==> config.mk <==
export PLATFORM = sky130hd
export DESIGN_NAME = led_pattern_gen
export DESIGN_NICKNAME = d
export VERILOG_FILES = /design/src/rtl/led_pattern_gen.sv
export SDC_FILE = /design/constraint.sdc
export NUM_CORES = 1
export LEC_CHECK = 0
export ABC_AREA = 1
export CORE_MARGIN = 2
export CORE_UTILIZATION = 60
export CTS_CLUSTER_SIZE = 12
export DETAILED_ROUTE_END_ITERATION = 10
export PLACE_DENSITY = 0.78
export SKIP_LAST_GASP = 1
export SYNTH_ARGS = -nofsm -noshare
export SYNTH_HDL_FRONTEND = slang
export SYNTH_SLANG_ARGS = --single-unit
==> constraint.sdc <==
create_clock -name clk -period 3.5 [get_ports clk]
set_clock_uncertainty 0.05 [all_clocks]
set_input_delay 0.525 -clock clk [delete_from_list [all_inputs] [get_ports clk]]
set_output_delay 0.525 -clock clk [all_outputs]
set_load 0.01 [all_outputs]
==> src/rtl/led_pattern_gen.sv <==
// Board LED pattern generator: seven display modes advanced by an internal step prescaler.
// The logical pattern P is held in pat_q; leds_q is the same value with optional inversion
// so the pins are driven straight from a flop.
module led_pattern_gen #(
  parameter int unsigned NUM_LEDS    = 4,
  parameter int unsigned STEP_CYCLES = 50000000,
  parameter int unsigned PWM_BITS    = 8,
  parameter int unsigned ACTIVE_LOW  = 0
) (
  input  logic                clk,
  input  logic                rst,
  input  logic                en,
  input  logic [2:0]          mode,
  output logic [NUM_LEDS-1:0] leds,
  output logic                step_tick
);

  localparam int unsigned CntW = (STEP_CYCLES > 1) ? $clog2(STEP_CYCLES) : 1;
  localparam logic [CntW-1:0] CntMax = CntW'(STEP_CYCLES - 1);

  localparam logic [NUM_LEDS-1:0] AllOnes   = {NUM_LEDS{1'b1}};
  localparam logic [NUM_LEDS-1:0] OneHotLsb = NUM_LEDS'(1);
  localparam logic [NUM_LEDS-1:0] OutMask   = {NUM_LEDS{ACTIVE_LOW != 0}};
  localparam logic [PWM_BITS-1:0] DutyMax   = {PWM_BITS{1'b1}};

  // Mode encodings
  localparam logic [2:0] ModeOff     = 3'd0;
  localparam logic [2:0] ModeOn      = 3'd1;
  localparam logic [2:0] ModeRun     = 3'd2;
  localparam logic [2:0] ModePing    = 3'd3;
  localparam logic [2:0] ModeBlink   = 3'd4;
  localparam logic [2:0] ModeCount   = 3'd5;
  localparam logic [2:0] ModeBreathe = 3'd6;

  // Direction shared by ping-pong (LED position) and breathe (duty)
  localparam logic DirUp   = 1'b0;
  localparam logic DirDown = 1'b1;

  logic [CntW-1:0]     cnt_q, cnt_d;
  logic [2:0]          mode_q, mode_d;
  logic [NUM_LEDS-1:0] pat_q, pat_d;
  logic [NUM_LEDS-1:0] leds_q, leds_d;
  logic                dir_q, dir_d;
  logic [PWM_BITS-1:0] duty_q, duty_d;
  logic [PWM_BITS-1:0] pwm_cnt_q, pwm_cnt_d;
  logic                tick_q, tick_d;

  logic tick_int;
  logic mode_chg;

  assign tick_int = en && (cnt_q == CntMax);
  assign mode_chg = (mode != mode_q);

  // Step prescaler and free-running PWM counter
  always_comb begin
    pwm_cnt_d = pwm_cnt_q + PWM_BITS'(1);
    cnt_d     = cnt_q;
    if (mode_chg) begin
      cnt_d = '0;
    end else if (en) begin
      cnt_d = (cnt_q == CntMax) ? '0 : cnt_q + CntW'(1);
    end
  end

  // Pattern next-state: mode change loads the initial pattern and wins over a coincident tick
  always_comb begin
    mode_d = mode_q;
    pat_d  = pat_q;
    dir_d  = dir_q;
    duty_d = duty_q;
    tick_d = 1'b0;
    if (mode_chg) begin
      mode_d = mode;
      dir_d  = DirUp;
      duty_d = '0;
      case (mode)
        ModeOn:            pat_d = AllOnes;
        ModeRun, ModePing: pat_d = OneHotLsb;
        default:           pat_d = '0;
      endcase
    end else begin
      if (tick_int) begin
        tick_d = 1'b1;
        case (mode_q)
          ModeOn:    pat_d = AllOnes;
          ModeRun:   pat_d = {pat_q[NUM_LEDS-2:0], pat_q[NUM_LEDS-1]};
          ModePing: begin
            if (dir_q == DirUp) begin
              pat_d = pat_q << 1;
              if (pat_d[NUM_LEDS-1]) dir_d = DirDown;
            end else begin
              pat_d = pat_q >> 1;
              if (pat_d[0]) dir_d = DirUp;
            end
          end
          ModeBlink: pat_d = ~pat_q;
          ModeCount: pat_d = pat_q + NUM_LEDS'(1);
          ModeBreathe: begin
            // Each endpoint is visited once, then the ramp reverses
            if (dir_q == DirUp) begin
              duty_d = duty_q + PWM_BITS'(1);
              if (duty_d == DutyMax) dir_d = DirDown;
            end else begin
              duty_d = duty_q - PWM_BITS'(1);
              if (duty_d == '0) dir_d = DirUp;
            end
          end
          default:   pat_d = '0;
        endcase
      end
      // PWM compare runs every cycle, even while frozen
      if (mode_q == ModeBreathe) begin
        pat_d = {NUM_LEDS{pwm_cnt_q < duty_q}};
      end
    end
    leds_d = pat_d ^ OutMask;
  end

  // State registers with synchronous reset
  always_ff @(posedge clk) begin
    if (rst) begin
      cnt_q     <= '0;
      mode_q    <= ModeOff;
      pat_q     <= '0;
      leds_q    <= OutMask;
      dir_q     <= DirUp;
      duty_q    <= '0;
      pwm_cnt_q <= '0;
      tick_q    <= 1'b0;
    end else begin
      cnt_q     <= cnt_d;
      mode_q    <= mode_d;
      pat_q     <= pat_d;
      leds_q    <= leds_d;
      dir_q     <= dir_d;
      duty_q    <= duty_d;
      pwm_cnt_q <= pwm_cnt_d;
      tick_q    <= tick_d;
    end
  end

  assign leds      = leds_q;
  assign step_tick = tick_q;

endmodule

======== Word-level counts from Yosys, hierarchy flattened ========
Index checks and enable logic that the tools add are counted.
storage, ports and cells
  word-level logic and storage cells ...... 50
  bits in registers ....................... 51
  input bits .............................. 6
  output and inout bits ................... 5
cells by class
  add/subtract/negate cells ............... 5
  reductions and logical operators ........ 8
  order comparisons ....................... 1
  muxes and demuxes ....................... 16
  bitwise logic cells ..................... 1
  equal/unequal tests ..................... 12
operators by type and width
  operator                                              count
  adder 26 x 1 -> 26 bit (second input constant)        1
  equality test 26 bit (second input constant)          1
  two-way mux 26 bit                                    1
  one-hot mux 4 bit (5 select lines)                    1
  adder 8 x 1 -> 8 bit (second input constant)          2
  two-way mux 4 bit                                     4
  equality test 3 x 2 -> 1 bit (second input constant)  4
  equality test 3 bit (second input constant)           3
  equality test 8 bit (second input constant)           1
  zero test 8 bit                                       1
  less-than comparator 8 bit                            1
  two-way mux 8 bit                                     1
  one-hot mux 4 bit (2 select lines)                    1
  subtractor 8 x 1 -> 8 bit (second input constant)     1
  two-way mux 1 bit                                     7
  equality test 3 x 1 -> 1 bit (second input constant)  2
  adder 4 x 1 -> 4 bit (second input constant)          1
  inverter 4 bit                                        1
  AND reduction 2 bit                                   2
  OR reduction 2 bit                                    2
  inequality test 3 bit                                 1
  nonzero test 3 bit                                    1
  one-hot mux 1 bit (2 select lines)                    1
  nonzero test 2 bit                                    1
  logical AND 1 bit                                     1

======== Depth between registers and ports, before layout ========
  depth in word-level cells ............... 5
  mapped depth ............................ 12

======== Worst setup path before layout ========
Ideal clock, no wire load.
  path kind ............................... input to register
  from .................................... input en
  to ...................................... register cnt_q[16]
  setup time .............................. 119 ps
  arrival time ............................ 1,471 ps
  cell stages on the path ................. 10
  slack ................................... 1,860 ps
  required time ........................... 3,331 ps
  cell sequence ........................... buf_4 > nand2_2 > nor2_4 > nand2_2 > nor3_4 > nand2_2 > nor2_2 > nand2_2 > o21ai_0 > a21oi_1
RTL lines
  what                  RTL line  RTL
  start, declared       12        input logic en,
  end signal, assigned  131       cnt_q <= cnt_d;
  end, declared         39        logic [CntW-1:0] cnt_q, cnt_d;

==> metrics <==
DRC violations left=0; number of gates resized after CTS=0; via count of the first global-routing pass=2999; CP max stage delay=700 ps; power density over the cells=291 nW/um^2; register area=1020 um^2; Yosys Warn Count=0; Avg WL per Cell=12.8 um; clock tree buffer depth=2; number of cells on the worst hold path=1; fraction of the cycle the final worst path needs=61.9%; count of boundary I/O pins=11; final number of setup-violating endpoints=0; half-perimeter wire length of the detailed placement result=5870 um; detailed-route wire length=7590 um; status=complete, no violations; switching power as a share of total power=24.9%; number of enable flip-flop cells after synthesis=0; initial cell density of the core=61.4%; Clock H-tree levels=2; number of buffers added to fix hold violations after cts=0; post-synthesis area per instance=6.53 um^2; Setup crit end kind=flip-flop; largest net degree at the start of global routing=15; most common cell after layout, fill and taps aside=sky130_fd_sc_hd__nand2_1; TritonCTS clock tree=yes; buffer type at the clock tree root=sky130_fd_sc_hd__clkbuf_8; relative max-transition margin=71.2%; worst slew pin tran=432 ps; CTS buffer count=5; combinational group share of total power=8.6%; maximum achievable frequency=462 MHz; FF-to-FF path depth=9; critical path startpoint category=primary input; site row count=27; Final Non-Filler Cells=594; most used cell, CP=sky130_fd_sc_hd__nand2_2; max cap viols=0; GRT Total Usage=26.4%; worst path required time=3650 ps; final hold viol count=0; area of the multi-input gates=2030 um^2; Core Footprint=5440 um^2; portion of the post-synthesis area used by sequential elements=30.6%; clock network fraction of total power=33.6%; Setup Crit Path Kind=in2reg; number of nets produced by synthesis=532; Post-synth top flop=sky130_fd_sc_hd__dfxtp_1; fin. max-slew vios=0; Finished Core Util=65.9%; fraction of post-synthesis cell area in the top cell type by area=30.6%; most area-hungry cell type in the Yosys netlist=sky130_fd_sc_hd__dfxtp_1; Post-Route Hold Slack=415 ps; sequential share of power=57.8%; antenna diode count=0; Synth area leaders=sky130_fd_sc_hd__dfxtp_1 (31%), sky130_fd_sc_hd__nand2_1 (13%), sky130_fd_sc_hd__nor2_1 (8.8%), sky130_fd_sc_hd__inv_1 (7.1%), sky130_fd_sc_hd__a21oi_1 (5.5%); wire length of the first global-routing pass=13200 um; cell with the largest stage delay on the worst path=sky130_fd_sc_hd__clkdlybuf4s50_1; share of layout cells above drive strength 1=7.47%; Die H=78.6 um; placed cells=587; post-layout min period=2170 ps; Via Count=3270; Post CTS Setup Buffer Count=0; width of the chip=78.6 um; post-synthesis cell type count=37; summed negative setup slack over all endpoints=0 ps; worst min-delay path category=reg2reg; unrepaired setup endpoints after global routing=false; GRT Residual Overflow=0; Worst-Skew Late Latency=300 ps; synthesized area=3340 um^2; layout overhead on the synthesized area=7.23%; top library cells by usage in the layout, fill and taps aside=sky130_fd_sc_hd__nand2_1 (113), sky130_fd_sc_hd__nor2_1 (78), sky130_fd_sc_hd__inv_1 (63), sky130_fd_sc_hd__dfxtp_1 (51), sky130_fd_sc_hd__a21oi_1 (37); initial antenna violation count=0; fraction of registers with async set or reset after synthesis=0%; Critical Path AT=2310 ps; static leakage=1.37 nW; clock input transition at the sequential cells of the worst setup and hold paths=90 ps; Clock Sinks=51; sequence of cells on the critical path=clkdlybuf4s50_1 > nand2_2 > nor2_4 > nand2_2 > nor3_4 > nand2_2 > nor2_2 > nand2_2 > o21ai_0 > a21oi_1; number of vias per cell=5.51; Final nets=542; dpl cell area=3500 um^2; internal power consumption=0.782 mW; number of fill cells in the layout=501; drt pass-1 iters=6; count of input and output buffers=10; crit path max fanout=9; Die Footprint=6180 um^2; 1st-iter DRT viols=332; net switching component of the power=0.260 mW; worst supply voltage drop on vdd=166 uV; RD Place Congestion=0.941; remaining antenna violation count=0; post-route cell area=3580 um^2; FF+latch count, synth=51; Cells after Synth=512
through the flow:
step | total power, mW | setup slack (ps)
final | 1.04 | 1330
after detailed placement | 0.705 | 1060
after CTS | 1.05 | 1360
after global routing | 1.08 | 1180
after global placement | 0.703 | 1130
after floorplan | 0.675 | 1860
routing by layer:
layer / share of wire [%] / global-route usage, % / up-vias
met5: 0 / 0 / -
met4: 1.2 / 5.61 / 0
met3: 6.0 / 3.91 / 11
met2: 46 / 43.4 / 105
met1: 47 / 36.6 / 1461
li1: - / - / 1693
registers in the layout (all words and copies together), names as in the netlist:
name       cells
cnt_q         26
dir_q          1
duty_q         8
leds           4
mode_q         3
pwm_cnt_q      8
step_tick      1
cells in the mapped netlist (2+ instances only):
cell                       instances
sky130_fd_sc_hd__a211oi_1          2
sky130_fd_sc_hd__a21oi_1          37
sky130_fd_sc_hd__a31oi_1           2
sky130_fd_sc_hd__buf_2             5
sky130_fd_sc_hd__dfxtp_1          51
sky130_fd_sc_hd__ha_1             14
sky130_fd_sc_hd__inv_1            63
sky130_fd_sc_hd__inv_2             3
sky130_fd_sc_hd__nand2_1         113
sky130_fd_sc_hd__nand2_2           9
sky130_fd_sc_hd__nand3_1          31
sky130_fd_sc_hd__nand3_4           2
sky130_fd_sc_hd__nand3b_1          2
sky130_fd_sc_hd__nand4_1          11
sky130_fd_sc_hd__nor2_1           78
sky130_fd_sc_hd__nor2_2            3
sky130_fd_sc_hd__nor2_4            9
sky130_fd_sc_hd__nor3_1           14
sky130_fd_sc_hd__nor3b_1           2
sky130_fd_sc_hd__nor4_1            2
sky130_fd_sc_hd__o211ai_1          3
sky130_fd_sc_hd__o21a_1            4
sky130_fd_sc_hd__o21ai_0          22
sky130_fd_sc_hd__o21ai_1           6
sky130_fd_sc_hd__o22ai_1           3
sky130_fd_sc_hd__xnor2_1           4
sky130_fd_sc_hd__xor2_1            7
cell type report:
| cell class | count | area share [%] |
|---|---|---|
| Inverter | 67 | 7.05 |
| Multi-Input combinational cell | 387 | 56.7 |
| Clock buffer | 6 | 2.30 |
| Tap cell | 72 | 2.51 |
| Timing Repair Buffer | 10 | 2.79 |
| Clock inverter | 1 | 0.140 |
| Sequential cell | 51 | 28.5 |
worst max-delay path, delay by kind of cell:
family / cells / cell delay [ps]
and+or+nand+nor: 7 / 810
buffers and inverters: 1 / 700
AOI/OAI and AO/OA: 2 / 260
path summary, 6_finish.rpt:
check | start | to | slack, ps
worst min-delay path | pwm_cnt_q[0]$_SDFF_PP0_ | pwm_cnt_q[0]$_SDFF_PP0_ | 410
worst max-delay path | en | cnt_q[16]$_SDFFE_PP0P_ | 1330
worst max register to register | duty_q[5]$_SDFFE_PP0P_ | leds[3]$_SDFFE_PP0P_ | 1490
worst min register to register | pwm_cnt_q[0]$_SDFF_PP0_ | pwm_cnt_q[0]$_SDFF_PP0_ | 410
power groups by stage:
stage	Sequential (mW)	Combinational (mW)	Clock, mW
floorplan	0.614	0.0602	0
global placement	0.615	0.0877	0
detailed placement	0.616	0.0893	0
CTS	0.602	0.0902	0.357
global route	0.604	0.102	0.379
finish	0.602	0.0899	0.350
cells by family after synthesis:
group,synth area share [%]
DFF,30.6
AOI/OAI and AO/OA,13.4
adders and majority gates,5.24
xor gates and xnor gates,2.88
buffers and inverters,8.65
and+or+nand+nor,39.3
Note: power is estimated with default switching activity, not from simulation.
